$ cat config.mk
export PLATFORM = sky130hd
export DESIGN_NAME = jt49_env_seq_flat
export DESIGN_NICKNAME = d
export VERILOG_FILES = /design/src/rtl/jt49_pkg.sv /design/src/rtl/jt49_env_seq_if.sv /design/src/rtl/jt49_env_div.sv /design/src/rtl/jt49_env_seq.sv /design/src/flat_wrapper.sv
export SDC_FILE = /design/constraint.sdc
export NUM_CORES = 1
export LEC_CHECK = 0
export CAP_MARGIN = 20
export CORE_MARGIN = 1.5
export CORE_UTILIZATION = 58
export DETAILED_ROUTE_END_ITERATION = 12
export GPL_TIMING_DRIVEN = 1
export PLACE_DENSITY = 0.83
export SLEW_MARGIN = 0
export SYNTH_ARGS = -nofsm -noshare
export SYNTH_HDL_FRONTEND = slang
export SYNTH_HIERARCHICAL = 1
export SYNTH_SLANG_ARGS = --single-unit
$ cat constraint.sdc
create_clock -name clk -period 7.6 [get_ports clk]
set_input_delay 1.14 -clock clk [delete_from_list [all_inputs] [get_ports clk]]
set_output_delay 1.14 -clock clk [all_outputs]
set_load 0.01 [all_outputs]
$ cat src/rtl/jt49_pkg.sv
// Shared definitions for the jt49 envelope sequencer: FSM state encoding,
// envelope shape bit positions and the shape-latch helper.
package jt49_pkg;

    typedef enum logic [1:0] {
        ST_IDLE    = 2'd0,
        ST_RESTART = 2'd1,
        ST_RUN     = 2'd2
    } state_t;

    // Shape register bit positions, {CONT,ATT,ALT,HOLD}
    localparam int CONT    = 3;
    localparam int ATT     = 2;
    localparam int ALT     = 1;
    localparam int HOLD    = 0;
    localparam int SHAPE_W = 4;

    // Maps the written shape nibble onto the EG control bits by name, so a
    // future reordering of the EG control word only touches this function.
    function automatic logic [SHAPE_W-1:0] shape_latch(input logic [SHAPE_W-1:0] din);
        logic [SHAPE_W-1:0] s;
        s       = '0;
        s[CONT] = din[CONT];
        s[ATT]  = din[ATT];
        s[ALT]  = din[ALT];
        s[HOLD] = din[HOLD];
        return s;
    endfunction

endpackage

$ cat src/rtl/jt49_env_seq_if.sv
// Register-file side bus of the envelope sequencer: period/shape write
// strobes in, EG control outputs back.
interface jt49_env_seq_if #(
    parameter int CNTW = 16
);
    import jt49_pkg::*;

    logic               period_wr;
    logic [CNTW-1:0]    period_din;
    logic               shape_wr;
    logic [SHAPE_W-1:0] shape_din;
    logic               eg_cen;
    logic               eg_rst_n;
    logic [SHAPE_W-1:0] eg_ctrl;
    logic               running;

    modport master (
        output period_wr, period_din, shape_wr, shape_din,
        input  eg_cen, eg_rst_n, eg_ctrl, running
    );

    modport slave (
        input  period_wr, period_din, shape_wr, shape_din,
        output eg_cen, eg_rst_n, eg_ctrl, running
    );

endinterface

$ cat src/rtl/jt49_env_div.sv
// Envelope timebase: a 2**PRESC_W prescaler on cen followed by a period
// counter. step is combinational and marks the cen pulse on which the
// period counter wraps.
module jt49_env_div
    import jt49_pkg::*;
#(
    parameter int CNTW    = 16,
    parameter int PRESC_W = 4
) (
    input  logic            clk,
    input  logic            rst_n,
    input  logic            clr,
    input  logic            en,
    input  logic            cen,
    input  logic [CNTW-1:0] period,
    output logic            step
);

    localparam logic [CNTW:0]      CNT_ONE   = (CNTW+1)'(1);
    localparam logic [PRESC_W-1:0] PRESC_ONE = PRESC_W'(1);

    logic [PRESC_W-1:0] presc;
    logic [CNTW-1:0]    cnt;
    logic [CNTW:0]      eff_p;
    logic [CNTW:0]      cnt_inc;
    logic               tick;
    logic               wrap;

    // Period 0 behaves as 1; the compare runs one bit wider so cnt+1 never
    // overflows at the maximum period.
    assign eff_p   = (period == '0) ? CNT_ONE : {1'b0, period};
    assign cnt_inc = {1'b0, cnt} + CNT_ONE;
    assign tick    = en && cen && (presc == '1);
    assign wrap    = (cnt_inc >= eff_p);
    assign step    = tick && wrap;

    // Prescaler and period counter; cleared while the sequencer restarts.
    always_ff @(posedge clk) begin
        if (!rst_n || clr) begin
            presc <= '0;
            cnt   <= '0;
        end else if (en && cen) begin
            presc <= presc + PRESC_ONE;
            if (presc == '1) begin
                cnt <= wrap ? '0 : cnt_inc[CNTW-1:0];
            end
        end
    end

endmodule

$ cat src/rtl/jt49_env_seq.sv
// Envelope sequencer for jt49_eg: latches period and shape, restarts the EG
// on every shape write and produces the registered EG step enable.
// Optional feature: define JT49_ENV_PAUSE_EN to add a `pause` input that
// freezes the timebase while in RUN.
module jt49_env_seq
    import jt49_pkg::*;
#(
    parameter int CNTW    = 16,
    parameter int PRESC_W = 4
) (
    input  logic clk,
    input  logic rst_n,
    input  logic cen,
`ifdef JT49_ENV_PAUSE_EN
    input  logic pause,
`endif
    jt49_env_seq_if.slave bus
);

    state_t             state;
    state_t             state_nxt;
    logic [CNTW-1:0]    period;
    logic [SHAPE_W-1:0] ctrl;
    logic               step;
    logic               step_p1;
    logic               run_p1;
    logic               hold;
    logic               div_clr;
    logic               div_en;

`ifdef JT49_ENV_PAUSE_EN
    assign hold = pause;
`else
    assign hold = 1'b0;
`endif

    assign div_clr = (state == ST_RESTART);
    assign div_en  = (state == ST_RUN) && !hold;

    jt49_env_div #(
        .CNTW    (CNTW),
        .PRESC_W (PRESC_W)
    ) u_div (
        .clk    (clk),
        .rst_n  (rst_n),
        .clr    (div_clr),
        .en     (div_en),
        .cen    (cen),
        .period (period),
        .step   (step)
    );

    // Next-state logic: any shape write (re)enters RESTART, which lasts one clk.
    always_comb begin
        state_nxt = state;
        case (state)
            ST_IDLE:    if (bus.shape_wr) state_nxt = ST_RESTART;
            ST_RESTART: state_nxt = bus.shape_wr ? ST_RESTART : ST_RUN;
            ST_RUN:     if (bus.shape_wr) state_nxt = ST_RESTART;
            default:    state_nxt = ST_IDLE;
        endcase
    end

    // State register.
    always_ff @(posedge clk) begin
        if (!rst_n) state <= ST_IDLE;
        else        state <= state_nxt;
    end

    // Period latch, accepted in every state; the counter keeps its value.
    always_ff @(posedge clk) begin
        if (!rst_n)             period <= '0;
        else if (bus.period_wr) period <= bus.period_din;
    end

    // Shape latch feeding the EG control word.
    always_ff @(posedge clk) begin
        if (!rst_n)            ctrl <= '0;
        else if (bus.shape_wr) ctrl <= shape_latch(bus.shape_din);
    end

    // ---- stage p1: registered EG step enable and run/reset outputs ----
    // A shape write in the same clk as a wrapping tick discards that step.
    always_ff @(posedge clk) begin
        if (!rst_n) begin
            step_p1 <= 1'b0;
            run_p1  <= 1'b0;
        end else begin
            step_p1 <= step && !bus.shape_wr;
            run_p1  <= (state_nxt == ST_RUN);
        end
    end

    assign bus.eg_cen   = step_p1;
    assign bus.eg_rst_n = run_p1;
    assign bus.running  = run_p1;
    assign bus.eg_ctrl  = ctrl;

endmodule
$ cat src/flat_wrapper.sv
// flat-port wrapper written by rule: the top's interface ports become plain ports
module jt49_env_seq_flat import jt49_pkg::*;
#(
    parameter int CNTW    = 16,
    parameter int PRESC_W = 4
)
  (clk, rst_n, cen, bus_period_wr, bus_period_din, bus_shape_wr, bus_shape_din, bus_eg_cen, bus_eg_rst_n, bus_eg_ctrl, bus_running);
  jt49_env_seq_if #(.CNTW(CNTW)) bus_i ();
  input  logic clk;
  input  logic rst_n;
  input  logic cen;
  input wire logic [$bits(bus_i.period_wr)-1:0] bus_period_wr;
  input wire logic [$bits(bus_i.period_din)-1:0] bus_period_din;
  input wire logic [$bits(bus_i.shape_wr)-1:0] bus_shape_wr;
  input wire logic [$bits(bus_i.shape_din)-1:0] bus_shape_din;
  output wire logic [$bits(bus_i.eg_cen)-1:0] bus_eg_cen;
  output wire logic [$bits(bus_i.eg_rst_n)-1:0] bus_eg_rst_n;
  output wire logic [$bits(bus_i.eg_ctrl)-1:0] bus_eg_ctrl;
  output wire logic [$bits(bus_i.running)-1:0] bus_running;
  assign bus_i.period_wr = bus_period_wr;
  assign bus_i.period_din = bus_period_din;
  assign bus_i.shape_wr = bus_shape_wr;
  assign bus_i.shape_din = bus_shape_din;
  assign bus_eg_cen = bus_i.eg_cen;
  assign bus_eg_rst_n = bus_i.eg_rst_n;
  assign bus_eg_ctrl = bus_i.eg_ctrl;
  assign bus_running = bus_i.running;
  jt49_env_seq #(.CNTW(CNTW), .PRESC_W(PRESC_W)) u_core (.clk(clk), .rst_n(rst_n), .cen(cen), .bus(bus_i));
endmodule
==> insert_results.sql <==
INSERT INTO impl_metrics (metric_group, metric, value, unit) VALUES
('outcome', 'run_status', 'finished clean', ''),
('min_path', 'whs_endpoint', 'u_core/state[0]', ''),
('setup_path', 'critical_path.n_buffers_inverters', '0', ''),
('logic_synthesis', 'synth_area_per_cell', '9.62', 'µm²'),
('logic_synthesis', 'synth.net_count', '297', ''),
('clock_tree', 'number_of_gates_resized_after_cts', '0', ''),
('timing', 'finalMaxSlewViolations', '0', ''),
('route', 'ant_nets', '0', ''),
('setup_path', 'timing_worst_setup_path_type', 'reg2reg', ''),
('logic_synthesis', 'yosysWarningCount', '6', ''),
('floorplanning', 'initial_standard_cell_utilization_of_the_core', '60.6', '%'),
('setup_path', 'worst_ep_required_time', '7.84', 'ns'),
('power', 'power.leakage', '1.29', 'nW'),
('route', 'avgViaCountPerCell', '5.60', ''),
('global_route', 'grt_max_degree', '27', ''),
('finish', 'synthToLayoutAreaGrowth', '17.0', '%'),
('route', 'detail_route.wirelength', '4870', 'µm'),
('clock_tree', 'clk_pin_slew', '0.08', 'ns'),
('setup_path', 'r2r-start', 'u_core/u_div/cnt[0]', ''),
('logic_synthesis', 'synth_cells', '254', ''),
('clock_tree', 'cts_root_buf', 'clkbuf_8', ''),
('floorplanning', 'num_io_pins', '32', ''),
('route', 'drtPass1Iterations', '4', ''),
('power', 'power_density', '169', 'mW/mm²'),
('logic_synthesis', 'yosys.cell_types.count', '49', ''),
('timing', 'period_share', '45.8', '%'),
('setup_path', 'timing.critical_path.cells', 'ha_1, and3_1, nand2_2, nor2b_1, xor2_1, ha_1, a21oi_1, nor2b_1, a311oi_1, o21ai_1, nor3_2, mux2_2', ''),
('global_route', 'initial_antenna_violation_count', '0', ''),
('global_route', 'first_global_vias', '1659', ''),
('timing', 'fin_worst_skew', '0.00684', 'ns'),
('finish', 'fin_util', '70.9', '%'),
('power', 'total_power_consumption_of_the_routed_design', '0.483', 'mW'),
('setup_path', 'cp_top_family', 'simple AND/OR/NAND/NOR gates', ''),
('min_path', 'hold_path.class', 'reg2reg', ''),
('setup_path', 'path_max_fanout', '12', ''),
('finish', 'nNetsFinal', '325', ''),
('global_route', 'globalRouteOverflowTotal', '0', ''),
('floorplanning', 'design.die.area', '0.00461', 'mm²'),
('setup_path', 'worstPathArrival', '3.72', 'ns'),
('timing', 'timing.final.setup_violations', '0', ''),
('route', 'drt-wirelength-per-cell', '14.6', 'µm'),
('timing', 'highest_clock_frequency_the_design_can_meet', '0.288', 'GHz'),
('global_route', 'grt_first_pass_wirelength', '7590', 'µm'),
('placed_design', 'numPortBuffers', '31', ''),
('route', 'drcViolationCount', '0', ''),
('logic_synthesis', 'synth_sequential_area_ratio', '36.1', '%'),
('job', 'cap_viol_max_count', '0', ''),
('floorplanning', 'die_height', '67.9', 'µm'),
('clock_tree', 'cts_num_sinks', '44', ''),
('timing', 'grt_setup_unrepaired', 'no', ''),
('floorplanning', 'dieWidth', '67.9', 'µm'),
('setup_path', 'r2r.worst_path.cells', '12', ''),
('timing', 'report.final.hold_viol_count', '0', ''),
('logic_synthesis', 'synth_seq_cells', '44', ''),
('setup_path', 'setup.worst_path.end_class', 'register', ''),
('setup_path', 'worst_path_max_delay_cell', 'nor3_2', ''),
('setup_path', 'r2r-end', 'u_core/u_div/cnt[0]', ''),
('clock_tree', 'cts-htree-levels', '2', ''),
('logic_synthesis', 'post_synth_instance_area', '0.00244', 'mm²'),
('route', 'detail_route.iter0.violations', '148', ''),
('finish', 'non_filler_cells_final', '333', ''),
('setup_path', 'cpPeakStageDelay', '0.69', 'ns'),
('clock_tree', 'postCtsSetupRepairBufs', '0', ''),
('timing', 'timing.max_slew.rel_slack', '37.9', '%'),
('clock_tree', 'cts_buffer_depth', '2', ''),
('global_route', 'grt_usage', '22.6', '%'),
('min_path', 'depth_of_the_worst_hold_timing_path', '1', ''),
('clock_tree', 'ctsHoldBuffers', '0', ''),
('route', 'via_count', '1866', ''),
('timing', 'worstMarginPinSlew', '0.928', 'ns'),
('floorplanning', 'floorplan.rows', '23', '');
-- cell usage after synthesis (all sizes together) --
| master | instances | area share (%) |
|---|---|---|
| mux2i | 20 | 8.2 |
| nor3 | 4 | 1.0 |
| dfxtp | 44 | 36 |
| or3 | 1 | 0.26 |
| a211oi | 3 | 0.92 |
| nand4 | 4 | 1.6 |
| o211a | 2 | 0.82 |
| buf | 7 | 2.8 |
| xor2 | 6 | 2.2 |
| o41ai | 1 | 0.36 |
| nor2 | 11 | 2.4 |
| nor2b | 24 | 6.1 |
| a2111oi | 3 | 1.1 |
| nand3 | 11 | 3.0 |
| nand2b | 5 | 1.3 |
| o211ai | 1 | 0.31 |
| a211o | 1 | 0.36 |
| o21ai | 4 | 0.82 |
| a22o | 11 | 3.9 |
| clkbuf | 3 | 0.51 |
| xnor2 | 8 | 2.9 |
| a311oi | 1 | 0.36 |
| ha | 18 | 9.2 |
| and4 | 3 | 1.3 |
| nand2 | 17 | 2.7 |
| a21oi | 5 | 1.0 |
| or2 | 1 | 0.26 |
| a21boi | 2 | 0.77 |
| and2b | 2 | 0.67 |
| mux2 | 1 | 0.46 |
| a21o | 4 | 1.2 |
| a41o | 1 | 0.41 |
| inv | 16 | 2.5 |
| and3 | 6 | 1.5 |
| nor4 | 3 | 0.77 |
-- worst max-delay path by stage --
stage / start / cells past startpoint / end / slack [ns]
floorplan: u_core/u_div/cnt[0] / 14 / u_core/u_div/cnt[1] / 4.94
global placement: rst_n / 5 / u_core/u_div/cnt[0] / 4.20
detailed placement: rst_n / 5 / u_core/u_div/cnt[0] / 4.13
CTS: u_core/u_div/cnt[0] / 12 / u_core/u_div/cnt[0] / 4.20
global route: u_core/u_div/cnt[0] / 12 / u_core/u_div/cnt[0] / 3.87
finish: u_core/u_div/cnt[0] / 12 / u_core/u_div/cnt[0] / 4.12
-- cell families (layout without fill, tap and decap cells) --
kind of cell	count (synthesis)	count (layout)	share of synthesized area [%]
simple gates	92	92	22.9
flops	44	44	36.1
compound gates	39	39	12.4
buf+inv	26	55	5.74
mux	21	21	8.66
fa+ha+maj	18	18	9.22
xor+xnor	14	14	5.02
-- per-layer routing --
layer / track usage, % / up-vias / share of wire [%]
met4: 9.25 / 0 / 1.2
li1: - / 957 / -
met1: 27.8 / 860 / 48
met5: 0 / - / 0
met3: 6.25 / 6 / 4.3
met2: 37.1 / 43 / 47
-- through the flow --
step / worst slack [ns] / cell area, µm²
2_1_floorplan: 4.94 / 2440
3_3_place_gp: 4.20 / 2740
3_5_place_dp: 4.13 / 2740
4_1_cts: 4.20 / 2860
5_1_grt: 3.87 / 2860
6_report: 4.12 / 2860
-- layout by cell type (no fill, tap or decap), types with 4 or more instances in the layout --
cell / instances
dfxtp_1: 44
clkdlybuf4s50_1: 31
nor2b_1: 24
mux2i_1: 20
ha_1: 18
nand2_1: 16
inv_1: 16
a22o_1: 11
nor2_1: 10
nand3_1: 9
xnor2_1: 8
clkbuf_8: 6
and3_1: 6
xor2_1: 6
a21oi_1: 5
nand2b_1: 5
a21o_1: 4
-- power breakdown --
group / internal [mW] / leakage [nW] / total [mW] / switching (mW)
Clock: 0.107 / 0.0614 / 0.187 / 0.0795
Sequential: 0.237 / 0.359 / 0.243 / 0.00520
Combinational: 0.0297 / 0.865 / 0.0538 / 0.0241
Total: 0.375 / 1.29 / 0.483 / 0.109
-- sequential cells by signal (all words and copies together), names as in the netlist --
name,cells
u_core/bus.eg_rst_n,1
u_core/state,2
u_core/bus.eg_cen,1
u_core/bus.eg_ctrl,4
u_core/u_div/presc,4
u_core/period,16
u_core/u_div/cnt,16
-- layout make-up --
type | count | area [µm²]
Multi-Input combinational cell | 184 | 1420
Fill cell | 310 | 1170
Sequential cell | 44 | 881
Timing Repair Buffer | 31 | 310
Clock buffer | 6 | 82.6
Tap cell | 50 | 62.6
Inverter | 16 | 60.1
Clock inverter | 2 | 38.8
Note: power is estimated with default switching activity, not from simulation.
